==> config.mk <==
export PLATFORM = sky130hd
export DESIGN_NAME = part2_sequencer
export DESIGN_NICKNAME = d
export VERILOG_FILES = /design/src/rtl/part2_pkg.sv /design/src/rtl/part2_sequencer.sv
export SDC_FILE = /design/constraint.sdc
export NUM_CORES = 1
export LEC_CHECK = 0
export BUFFER_PORTS_ARGS = -buffer_cell sky130_fd_sc_hd__buf_2
export CORE_ASPECT_RATIO = 0.8
export CORE_MARGIN = 2
export CORE_UTILIZATION = 46
export DETAILED_ROUTE_END_ITERATION = 8
export PLACE_DENSITY_LB_ADDON = 0.08
export SYNTH_ARGS = -nofsm -noshare
export SYNTH_HDL_FRONTEND = slang
export SYNTH_SLANG_ARGS = --single-unit
export TNS_END_PERCENT = 1
==> constraint.sdc <==
create_clock -name CLK -period 3 [get_ports CLK]
set_input_delay 0.45 -clock CLK [delete_from_list [all_inputs] [get_ports CLK]]
set_output_delay 0.45 -clock CLK [all_outputs]
set_load 0.1 [all_outputs]
==> src/rtl/part2_pkg.sv <==
// Shared constants for the part2 microprogram sequencer:
// ALU select codes, opcodes and FSM state encoding.
package part2_pkg;

  localparam logic [2:0] SL_PASS_A = 3'b000;
  localparam logic [2:0] SL_SUB    = 3'b001;
  localparam logic [2:0] SL_PASS_B = 3'b010;
  localparam logic [2:0] SL_ADD    = 3'b011;
  localparam logic [2:0] SL_NAND   = 3'b100;

  localparam logic [3:0] OP_NOP   = 4'h0;
  localparam logic [3:0] OP_LDI   = 4'h1;
  localparam logic [3:0] OP_ADDI  = 4'h2;
  localparam logic [3:0] OP_SUBI  = 4'h3;
  localparam logic [3:0] OP_NANDI = 4'h4;
  localparam logic [3:0] OP_OUT   = 4'h5;
  localparam logic [3:0] OP_JMP   = 4'h6;
  localparam logic [3:0] OP_JZ    = 4'h7;
  localparam logic [3:0] OP_JC    = 4'h8;
  localparam logic [3:0] OP_HALT  = 4'hF;

  typedef enum logic [2:0] {
    S_IDLE,
    S_FETCH,
    S_LOAD,
    S_ACC,
    S_OUT,
    S_HALT
  } state_e;

  function automatic logic [2:0] alu_sel(input logic [3:0] op);
    logic [2:0] s;
    s = SL_PASS_A;
    case (op)
      OP_LDI:   s = SL_PASS_B;
      OP_ADDI:  s = SL_ADD;
      OP_SUBI:  s = SL_SUB;
      OP_NANDI: s = SL_NAND;
      default:  s = SL_PASS_A;
    endcase
    return s;
  endfunction

endpackage

==> src/rtl/part2_sequencer.sv <==
// Microprogram controller for the part2 datapath.
// Fetches from an async ROM and drives D0/SLCT/EA/EB/EC.
module part2_sequencer
  import part2_pkg::*;
#(
  parameter int PC_W   = 4,
  parameter int DATA_W = 4
) (
  input  logic              CLK,
  input  logic              RST,
  input  logic              START,
  input  logic [7:0]        INSTR,
  input  logic              CRRY,
  input  logic              ZRO,
  output logic [PC_W-1:0]   PC,
  output logic [DATA_W-1:0] D0,
  output logic [2:0]        SLCT,
  output logic              EA,
  output logic              EB,
  output logic              EC,
  output logic              BUSY,
  output logic              HALTED
);

  state_e     state;
  logic [3:0] ir;
  logic       cf;
  logic       zf;

  logic [3:0]      op;
  logic [PC_W-1:0] tgt;
  logic [PC_W-1:0] pc_inc;

  assign op     = INSTR[7:4];
  assign tgt    = PC_W'(INSTR[3:0]);
  assign pc_inc = PC + PC_W'(1);

  // Outputs are set on entry to the state that owns them,
  // so every enable is a clean one-cycle registered pulse.
  always_ff @(posedge CLK or posedge RST) begin
    if (RST) begin
      state  <= S_IDLE;
      PC     <= '0;
      D0     <= '0;
      SLCT   <= SL_PASS_A;
      EA     <= 1'b0;
      EB     <= 1'b0;
      EC     <= 1'b0;
      BUSY   <= 1'b0;
      HALTED <= 1'b0;
      ir     <= OP_NOP;
      cf     <= 1'b0;
      zf     <= 1'b0;
    end else begin
      EA <= 1'b0;
      EB <= 1'b0;
      EC <= 1'b0;
      unique case (state)
        S_IDLE, S_HALT: begin
          if (START) begin
            PC     <= '0;
            state  <= S_FETCH;
            BUSY   <= 1'b1;
            HALTED <= 1'b0;
          end
        end
        S_FETCH: begin
          ir <= op;
          case (op)
            OP_LDI, OP_ADDI, OP_SUBI, OP_NANDI: begin
              state <= S_LOAD;
              D0    <= DATA_W'(INSTR[3:0]);
              EA    <= 1'b1;
            end
            OP_OUT: begin
              state <= S_OUT;
              SLCT  <= SL_PASS_A;
              EC    <= 1'b1;
            end
            OP_JMP: PC <= tgt;
            OP_JZ:  PC <= zf ? tgt : pc_inc;
            OP_JC:  PC <= cf ? tgt : pc_inc;
            OP_HALT: begin
              state  <= S_HALT;
              BUSY   <= 1'b0;
              HALTED <= 1'b1;
            end
            default: PC <= pc_inc;
          endcase
        end
        S_LOAD: begin
          state <= S_ACC;
          SLCT  <= alu_sel(ir);
          EB    <= 1'b1;
        end
        S_ACC: begin
          cf    <= CRRY;
          zf    <= ZRO;
          PC    <= pc_inc;
          state <= S_FETCH;
        end
        S_OUT: begin
          PC    <= pc_inc;
          state <= S_FETCH;
        end
        default: begin
          state <= S_IDLE;
          BUSY  <= 1'b0;
        end
      endcase
    end
  end

endmodule

==> results_dict.tcl, run 1 <==
set metrics [dict create \
    outcome "finished, final reports clean" \
    cts_buffers 3 \
    cp-end-kind "flop" \
    dr_total_vias 979 \
    yosys_most_used_dff "dfrtp_1" \
    clock_path_buffers 2 \
    yosys_warnings 0 \
    die_h_um 52.4 \
    rsz0062_at_grt "false" \
    synth_cell_type_count 46 \
    setup-violations-final 0 \
    cts.sinks 25 \
    grt_max_degree 26 \
    cts-root-buf "clkbuf_4" \
    skew_ns 0.00569 \
    clock_latency_ns 0.33 \
    drc 0 \
    fin_setup_tns_ns 0 \
    grt_overflow 0 \
    seq_area_frac_synth 0.465 \
    place.gp.congestion 0.759 \
    fmax_ghz 0.547 \
    slew_viol_final 0 \
    rows 17 \
    routed.top_layer "met3" \
    antennaDiodeCount 0 \
    drt_iter0_markers 28 \
    portBuffers 28 \
    fin_crit_sh 0.610 \
    wl_met3_um 104 \
    ant_nets 0 \
    fin_crit_ns 1.83 \
    worstMarginPinSlew_ns 0.946 \
    yosys_register_bits 25 \
    dp_hpwl_um 1980 \
    drt-vias-per-instance 5.24 \
    drive_gt1_frac 0.356 \
    cp-start-kind "flop" \
    syn-num-nets 137 \
    route.met2.wl_um 1150 \
    grt_pass1_vias 920 \
    grt_pass1_wl_um 4580 \
    hold_path_class "in2async" \
    htreeDepth 1 \
    dr.pass1.iters 4 \
    clkSlewWorstSetupHoldPaths_ns 0.15 \
    cts_setup_buffers 0 \
    synthToLayoutAreaGrowth_pct 13.1 \
    wl_per_cell_um 14.2 \
    fillCellCount 263 \
    cp_max_fo 11 \
    die_area_sq_um 3380 \
    nNetsFinal 164 \
    cts_hold_buf 0 \
    start_util 0.486 \
    worstPathArrival_ns 2.06 \
    syn_area_per_cell_sq_um 10.9 \
    synth-edff-count 0 \
    cap_violations 0 \
    worstSetupPathType "reg2reg" \
    grt.total_usage 0.182 \
    wl_met1_um 1410 \
    num_io_pins 29 \
    fp.dieW_um 64.5 \
    synth_cells 123 \
    cp.required_ns 3.23 \
    coreArea_sq_um 2770 \
    cts_tree "built" \
    cts-resized-gates 0 \
    wl_um 2660 \
    antenna_found_initial 0 \
    async_reset_ff_frac 1.00 \
    synth.cell_area_sq_um 1350 \
    slew_headroom 0.368 \
    final-hold-violation-count 0 \
]
[cells in the final DEF, fill, tap and decap left out, drive strengths merged, types with 2 or more instances in the layout]
cell      n
a211oi    2
a21oi     6
a22o      4
and4bb    2
buf      28
clkbuf    3
dfrtp    25
inv       6
mux2      6
mux2i     2
nand2    13
nand2b    6
nor2      9
nor3      5
nor4      3
o21a      2
o21ai     7
o2bb2ai   2
xor2      2
[metrics by stage]
step           utilization  cells  cell area, sq um  hold WS (ns)  worst slack [ns]
3_3_place_gp         0.539    183              1490         0.477              1.20
5_1_grt              0.550    187              1520         0.333              1.06
6_report             0.550    187              1520         0.307              1.17
4_1_cts              0.550    187              1520         0.335              1.16
2_1_floorplan            -    123              1350         0.467              1.35
3_5_place_dp         0.539    183              1490         0.482              1.17
[per-layer routing]
layer | GRT usage | up-vias
met4 | 0.0319 | 0
met1 | 0.267 | 462
met5 | 0 | -
met2 | 0.269 | 22
met3 | 0.0516 | 0
li1 | - | 495
[flip-flops by register name (all words and copies together), names as in the netlist]
| signal | flops |
|---|---|
| EB | 1 |
| ir | 4 |
| BUSY | 1 |
| cf | 1 |
| D0 | 4 |
| zf | 1 |
| SLCT | 3 |
| EA | 1 |
| HALTED | 1 |
| state | 3 |
| EC | 1 |
| PC | 4 |
[cell usage after synthesis, types with 2 or more instances]
cell type	instances	area, sq um
nor2_1	7	26.3
xor2_1	2	17.5
dfrtp_1	25	626
inv_2	2	7.51
a21oi_1	5	25.0
o2bb2ai_1	2	17.5
mux2i_1	2	20.0
nand2b_1	4	25.0
nand2b_4	2	27.5
nor3_1	4	20.0
o21ai_0	7	35.0
inv_1	4	15.0
buf_4	2	15.0
mux2_2	2	22.5
nand2_1	13	48.8
buf_2	3	15.0
nor2_2	2	12.5
a22o_1	4	35.0
mux2_4	4	60.1
[path summary, 6_finish.rpt]
check / startpoint / to / slack [ns] / depth (start not counted)
setup / recovery: state[2] / D0[2] / 1.17 / 4
hold / removal: RST / PC[1] / 0.31 / 2
setup reg to reg: state[2] / D0[2] / 1.17 / 4
hold reg to reg: SLCT[2] / SLCT[2] / 0.51 / 1
max in group asynchronous: RST / ir[2] / 2.12 / 2
min in group CLK: CRRY / cf / 0.34 / 2
[worst max-delay path, cell delays in order, from the launching register on]
cell	delay, ns
dfrtp_1	0.52
nand2b_4	0.21
nand2b_4	0.21
nor4_4	0.44
mux2_4	0.34
[area by class of cell]
| cell class | instances | area (sq um) | area share |
|---|---|---|---|
| Clock inverter | 1 | 7.51 | 0.00493 |
| Multi-Input combinational cell | 86 | 656 | 0.431 |
| Tap cell | 38 | 47.5 | 0.0312 |
| Timing Repair Buffer | 28 | 140 | 0.0921 |
| Clock buffer | 3 | 22.5 | 0.0148 |
| Sequential cell | 25 | 626 | 0.411 |
| Inverter | 6 | 22.5 | 0.0148 |
[cell families after synthesis]
kind of cell / count (synthesis) / share of synthesized area
and+or+nand+nor: 44 / 0.216
xor gates and xnor gates: 2 / 0.0130
muxes: 8 / 0.0763
DFF: 25 / 0.465
AOI/OAI and AO/OA: 31 / 0.173
buffers and inverters: 12 / 0.0474
adders and majority gates: 1 / 0.00930
Power of run 1 is left out: the tool's default activity adds up to more than one toggle a clock period on the data nets, which glitch-free logic cannot reach.
==> inputs of run 2 (changes only) <==
--- a/config.mk
+++ b/config.mk
@@ -5,6 +5,7 @@
 export SDC_FILE = /design/constraint.sdc
 export NUM_CORES = 1
 export LEC_CHECK = 0
+export ABC_AREA = 1
 export BUFFER_PORTS_ARGS = -buffer_cell sky130_fd_sc_hd__buf_2
 export CORE_ASPECT_RATIO = 0.8
 export CORE_MARGIN = 2
==> constraint.sdc (replaced) <==
create_clock -name CLK -period 1.6 [get_ports CLK]
set_input_delay 0.24 -clock CLK [delete_from_list [all_inputs] [get_ports CLK]]
set_output_delay 0.24 -clock CLK [all_outputs]
set_load 0.1 [all_outputs]
==> results_dict.tcl, run 2 <==
set metrics [dict create \
    async_reset_ff_frac 1.00 \
    outcome "finished, final reports clean" \
    synth_xor_xnor_area_share 0.0127 \
    final_common_cell "nand2_1" \
    hold_path_class "in2async" \
    dr.pass1.iters 4 \
    reg2reg_depth 9 \
    syn_area_per_cell_sq_um 7.65 \
    dp_hpwl_um 2230 \
    rsz0062_at_grt "false" \
    wl_per_cell_um 11.3 \
    start_util 0.491 \
    worstSetupPathType "reg2reg" \
    cp-end-kind "flop" \
    mostFrequentLayoutCells "68 x nand2_1, 28 x buf_2, 23 x dfrtp_1, 19 x nor2_1, 15 x inv_1" \
    clock_path_buffers 2 \
    htreeDepth 1 \
    netlist_top_cells_area "dfrtp_1 45%, nand2_1 19%, nor2_1 5.2%" \
    cp.required_ns 1.80 \
    pre_cts_ws_ns 0.182 \
    grt.total_usage 0.182 \
    synth-simple-area-share 0.368 \
    synth_top_family_by_area "simple AND/OR/NAND/NOR gates" \
    clkSlewWorstSetupHoldPaths_ns 0.08 \
    cts-root-buf "clkbuf_8" \
    slowest_delay_ns 0.40 \
    wl_um 2840 \
    cts.sinks 25 \
    cts_hold_buf 0 \
    cts_tree "built" \
    cap_violations 0 \
    rows 17 \
    die_area_sq_um 3450 \
    fin_crit_sh 0.899 \
    fp.dieW_um 65.2 \
    cts_setup_buffers 0 \
    fmax_ghz 0.695 \
    antennaDiodeCount 0 \
    antenna_found_initial 0 \
    num_io_pins 29 \
    synth.most_common_cell "nand2_1" \
    dr_total_vias 1219 \
    cts-resized-gates 0 \
    clock_latency_ns 0.27 \
    crit_chain "inv_2 > nand2_2 > nor2_8 > inv_2 > nor2_2 > nor2_1 > nand3_1 > nor2_1 > nor2_1" \
    cts_buffers 3 \
    synth_compound_area_frac 0.0836 \
    synth_top_area_share 0.454 \
    worstMarginPinSlew_ns 0.486 \
    rr_endpoint "PC[3]" \
    drt_iter0_markers 65 \
    ff2ff_setup_slack_ns 0.16 \
    grt_pass1_vias 1109 \
    syn-num-nets 194 \
    ant_nets 0 \
    die_h_um 52.9 \
    seq_area_frac_synth 0.454 \
    worst_slack_ns 0.161 \
    synth.cell_area_sq_um 1380 \
    grt_pass1_wl_um 4750 \
    synthToLayoutAreaGrowth_pct 17.1 \
    place.gp.congestion 0.879 \
    synth_top_area_cell "dfrtp_1" \
    synth_cell_type_count 28 \
    nNetsFinal 227 \
    cp-start-kind "flop" \
    portBuffers 28 \
    setup-violations-final 0 \
    worstPathArrival_ns 1.64 \
    top_regs "D0: 4 flops, PC: 4 flops, ir: 4 flops" \
    drive_gt1_frac 0.250 \
    yosys_most_used_dff "dfrtp_1" \
    synth_cells 180 \
    coreArea_sq_um 2810 \
    critPathSlowestCell "dfrtp_1" \
    fin_crit_ns 1.44 \
    crit_top_cell "nor2_1" \
    cp_max_fo 11 \
    skew_ns 0.00260 \
    synth.area.mux_share 0.00817 \
    synthAdderAreaFrac 0.00908 \
    grt_overflow 0 \
    final-hold-violation-count 0 \
    grt_max_degree 26 \
    synth_common_cells "68 x nand2_1, 25 x dfrtp_1, 19 x nor2_1, 15 x inv_1, 13 x nand3_1" \
    drc 0 \
    drt-vias-per-instance 4.88 \
    slew_viol_final 0 \
    r2r_start "state[2]" \
    slew_headroom 0.678 \
    synth-edff-count 0 \
    yosys_warnings 0 \
    yosys_register_bits 25 \
]
-- run 2: per-stage QoR --
stage	utilization	hold WS [ns]	cells	TNS (ns)	area [sq um]
4_1_cts	0.574	0.00708	250	0	1610
3_5_place_dp	0.557	0.308	246	0	1560
5_1_grt	0.574	0.0330	250	0	1610
2_1_floorplan	-	0.267	180	-0.0275	1380
6_report	0.574	0.00468	250	0	1610
3_3_place_gp	0.557	0.300	246	0	1560
-- run 2: cell type report --
| class | instances | area, sq um |
|---|---|---|
| multi-input combinational | 134 | 663 |
| fill | 290 | 1190 |
| timing repair buffer | 29 | 148 |
| sequential | 25 | 628 |
| clock buffer | 3 | 41.3 |
| inverter | 20 | 77.6 |
| clock inverter | 1 | 7.51 |
| tap | 38 | 47.5 |
-- run 2: metal layers --
layer | vias up | share of wire | wire length (um) | GRT usage
li1 | 633 | - | - | -
met1 | 557 | 0.48 | 1370 | 0.232
met2 | 25 | 0.46 | 1310 | 0.315
met3 | 4 | 0.047 | 134 | 0.0404
met4 | 0 | 0.0088 | 25 | 0.0521
met5 | - | 0 | 0 | 0
-- run 2: worst max-delay path by stage --
stage                  to  slack [ns]  startpoint  depth (start not counted)
floorplan           PC[3]       -0.03       PC[2]                          5
global placement    PC[3]        0.22    state[2]                          9
detailed placement  PC[3]        0.18    state[2]                          9
CTS                 PC[3]        0.15    state[2]                          9
global route        PC[3]        0.04    state[2]                          9
finish              PC[3]        0.16    state[2]                          9
-- run 2: cell families (layout without fill, tap and decap cells) --
kind of cell / after synthesis / in the layout
flops: 25 / 25
simple gates: 111 / 111
buf+inv: 21 / 53
xor+xnor: 2 / 2
fa+ha+maj: 1 / 1
compound gates: 19 / 19
mux: 1 / 1
-- run 2: worst max-delay path, delay by kind of cell, from the launching register on --
kind	cells	cell delay, ns
flip-flops	1	0.40
AND/OR/NAND/NOR	7	0.76
buffers and inverters	2	0.21
Power of run 2 is left out for the same reason.
==> inputs of run 3 (changes only) <==
--- a/config.mk
+++ b/config.mk
@@ -8,8 +8,8 @@
 export ABC_AREA = 1
 export BUFFER_PORTS_ARGS = -buffer_cell sky130_fd_sc_hd__buf_2
 export CORE_ASPECT_RATIO = 0.8
-export CORE_MARGIN = 2
 export CORE_UTILIZATION = 46
+export CTS_BUF_LIST = sky130_fd_sc_hd__clkbuf_8
 export DETAILED_ROUTE_END_ITERATION = 8
 export PLACE_DENSITY_LB_ADDON = 0.08
 export SYNTH_ARGS = -nofsm -noshare
==> results_dict.tcl, run 3 (synthesis gave the netlist of run 2 again) <==
set metrics [dict create \
    grt_overflow 0 \
    cp-end-kind "flop" \
    portBuffers 28 \
    mostFrequentLayoutCells "68 x nand2_1, 28 x buf_2, 23 x dfrtp_1, 19 x nor2_1, 15 x inv_1" \
    worstSetupPathType "reg2reg" \
    place.gp.congestion 0.858 \
    drc 0 \
    start_util 0.491 \
    grt_pass1_vias 1182 \
    grt.total_usage 0.202 \
    drt_iter0_markers 42 \
    grt_pass1_wl_um 5040 \
    cts_buffers 3 \
    fin_crit_sh 0.890 \
    cts_hold_buf 0 \
    dp_hpwl_um 2290 \
    cts_tree "built" \
    dr.pass1.iters 4 \
    outcome "finished, final reports clean" \
    critPathSlowestCell "dfrtp_1" \
    cts.sinks 25 \
    met2_usage 0.364 \
    worst_slack_ns 0.175 \
    drt-vias-per-instance 4.95 \
    top_usage_layer "met2" \
    die_h_um 50.9 \
    wl_um 2860 \
    crit_chain "inv_2 > nand2_2 > nor2_8 > inv_2 > nor2_2 > nor2_1 > nand3_1 > nor2_1 > nor2_1" \
    die_area_sq_um 3220 \
    crit_family "simple AND/OR/NAND/NOR gates" \
    hold_path_class "in2async" \
    dr_total_vias 1238 \
    cp-start-kind "flop" \
    cts_setup_buffers 0 \
    fillCellCount 279 \
    cts-resized-gates 0 \
    rsz0062_at_grt "false" \
    crit_top_cell "nor2_1" \
    ant_nets 0 \
    cts-root-buf "clkbuf_8" \
    worstMarginPinSlew_ns 0.488 \
    cap_violations 0 \
    htreeDepth 1 \
    top_regs "D0: 4 flops, PC: 4 flops, ir: 4 flops" \
    cp_max_fo 11 \
    final_common_cell "nand2_1" \
    crit_buf_inv 2 \
    pre_cts_ws_ns 0.177 \
    grt_util_met3 0.0558 \
    synthToLayoutAreaGrowth_pct 17.1 \
    drive_gt1_frac 0.250 \
    slew_headroom 0.677 \
    grt_util_met1 0.237 \
    fin_crit_ns 1.42 \
    whs_ns 0.00769 \
    clkSlewWorstSetupHoldPaths_ns 0.08 \
    clock_path_buffers 2 \
    multi_input_area_sq_um 663 \
    grt_max_degree 26 \
    antenna_found_initial 0 \
    cp.required_ns 1.80 \
    slowest_delay_ns 0.39 \
    slew_viol_final 0 \
    setup-violations-final 0 \
    regArea_sq_um 628 \
    wl_per_cell_um 11.4 \
    clock_latency_ns 0.27 \
    coreArea_sq_um 2810 \
    rows 17 \
    fmax_ghz 0.702 \
    final-hold-violation-count 0 \
    nNetsFinal 227 \
    worstPathArrival_ns 1.62 \
    num_io_pins 29 \
    fp.dieW_um 63.2 \
    skew_ns 0.00341 \
    antennaDiodeCount 0 \
]
-- run 3: cell counts in the layout (fill, tap and decap cells not counted) --
No cell type changed its count.
-- run 3: path summary, 6_finish.rpt --
path | start | to | slack (ns) | depth (start not counted)
worst max-delay path | state[2] | PC[3] | 0.18 | 9
worst min-delay path | RST | D0[1] | 0.008 | 3
worst max register to register | state[2] | PC[3] | 0.18 | 9
worst min register to register | D0[2] | D0[2] | 0.50 | 2
max in group asynchronous | RST | PC[0] | 1.33 | 3
min in group CLK | ZRO | zf | 0.18 | 3
-- run 3: layout make-up --
type | instances | share of cell area
Clock buffer | 3 | 0.0256
Tap cell | 38 | 0.0295
Sequential cell | 25 | 0.389
Clock inverter | 1 | 0.00465
Multi-Input combinational cell | 134 | 0.411
Timing Repair Buffer | 29 | 0.0915
Inverter | 20 | 0.0481
-- run 3: routing by layer --
metal / share of wire / up-vias
li1: - / 628
met1: 0.48 / 571
met2: 0.45 / 30
met3: 0.053 / 9
met4: 0.017 / 0
met5: 0 / -
-- run 3: worst register-to-register path: stages, from the launching register on --
cell,delay (ns)
dfrtp_1,0.39
inv_2,0.09
nand2_2,0.11
nor2_8,0.18
inv_2,0.12
nor2_2,0.19
nor2_1,0.07
nand3_1,0.07
nor2_1,0.04
nor2_1,0.10
-- run 3: metrics by stage --
stage                     area (sq um)  TNS (ns)   util  std cells
after CTS                         1610         0  0.574        250
after floorplan                   1380   -0.0275      -        180
after global placement            1560         0  0.557        246
final                             1610         0  0.574        250
after global routing              1610         0  0.574        250
after detailed placement          1560         0  0.557        246
Power of run 3 is left out for the same reason.
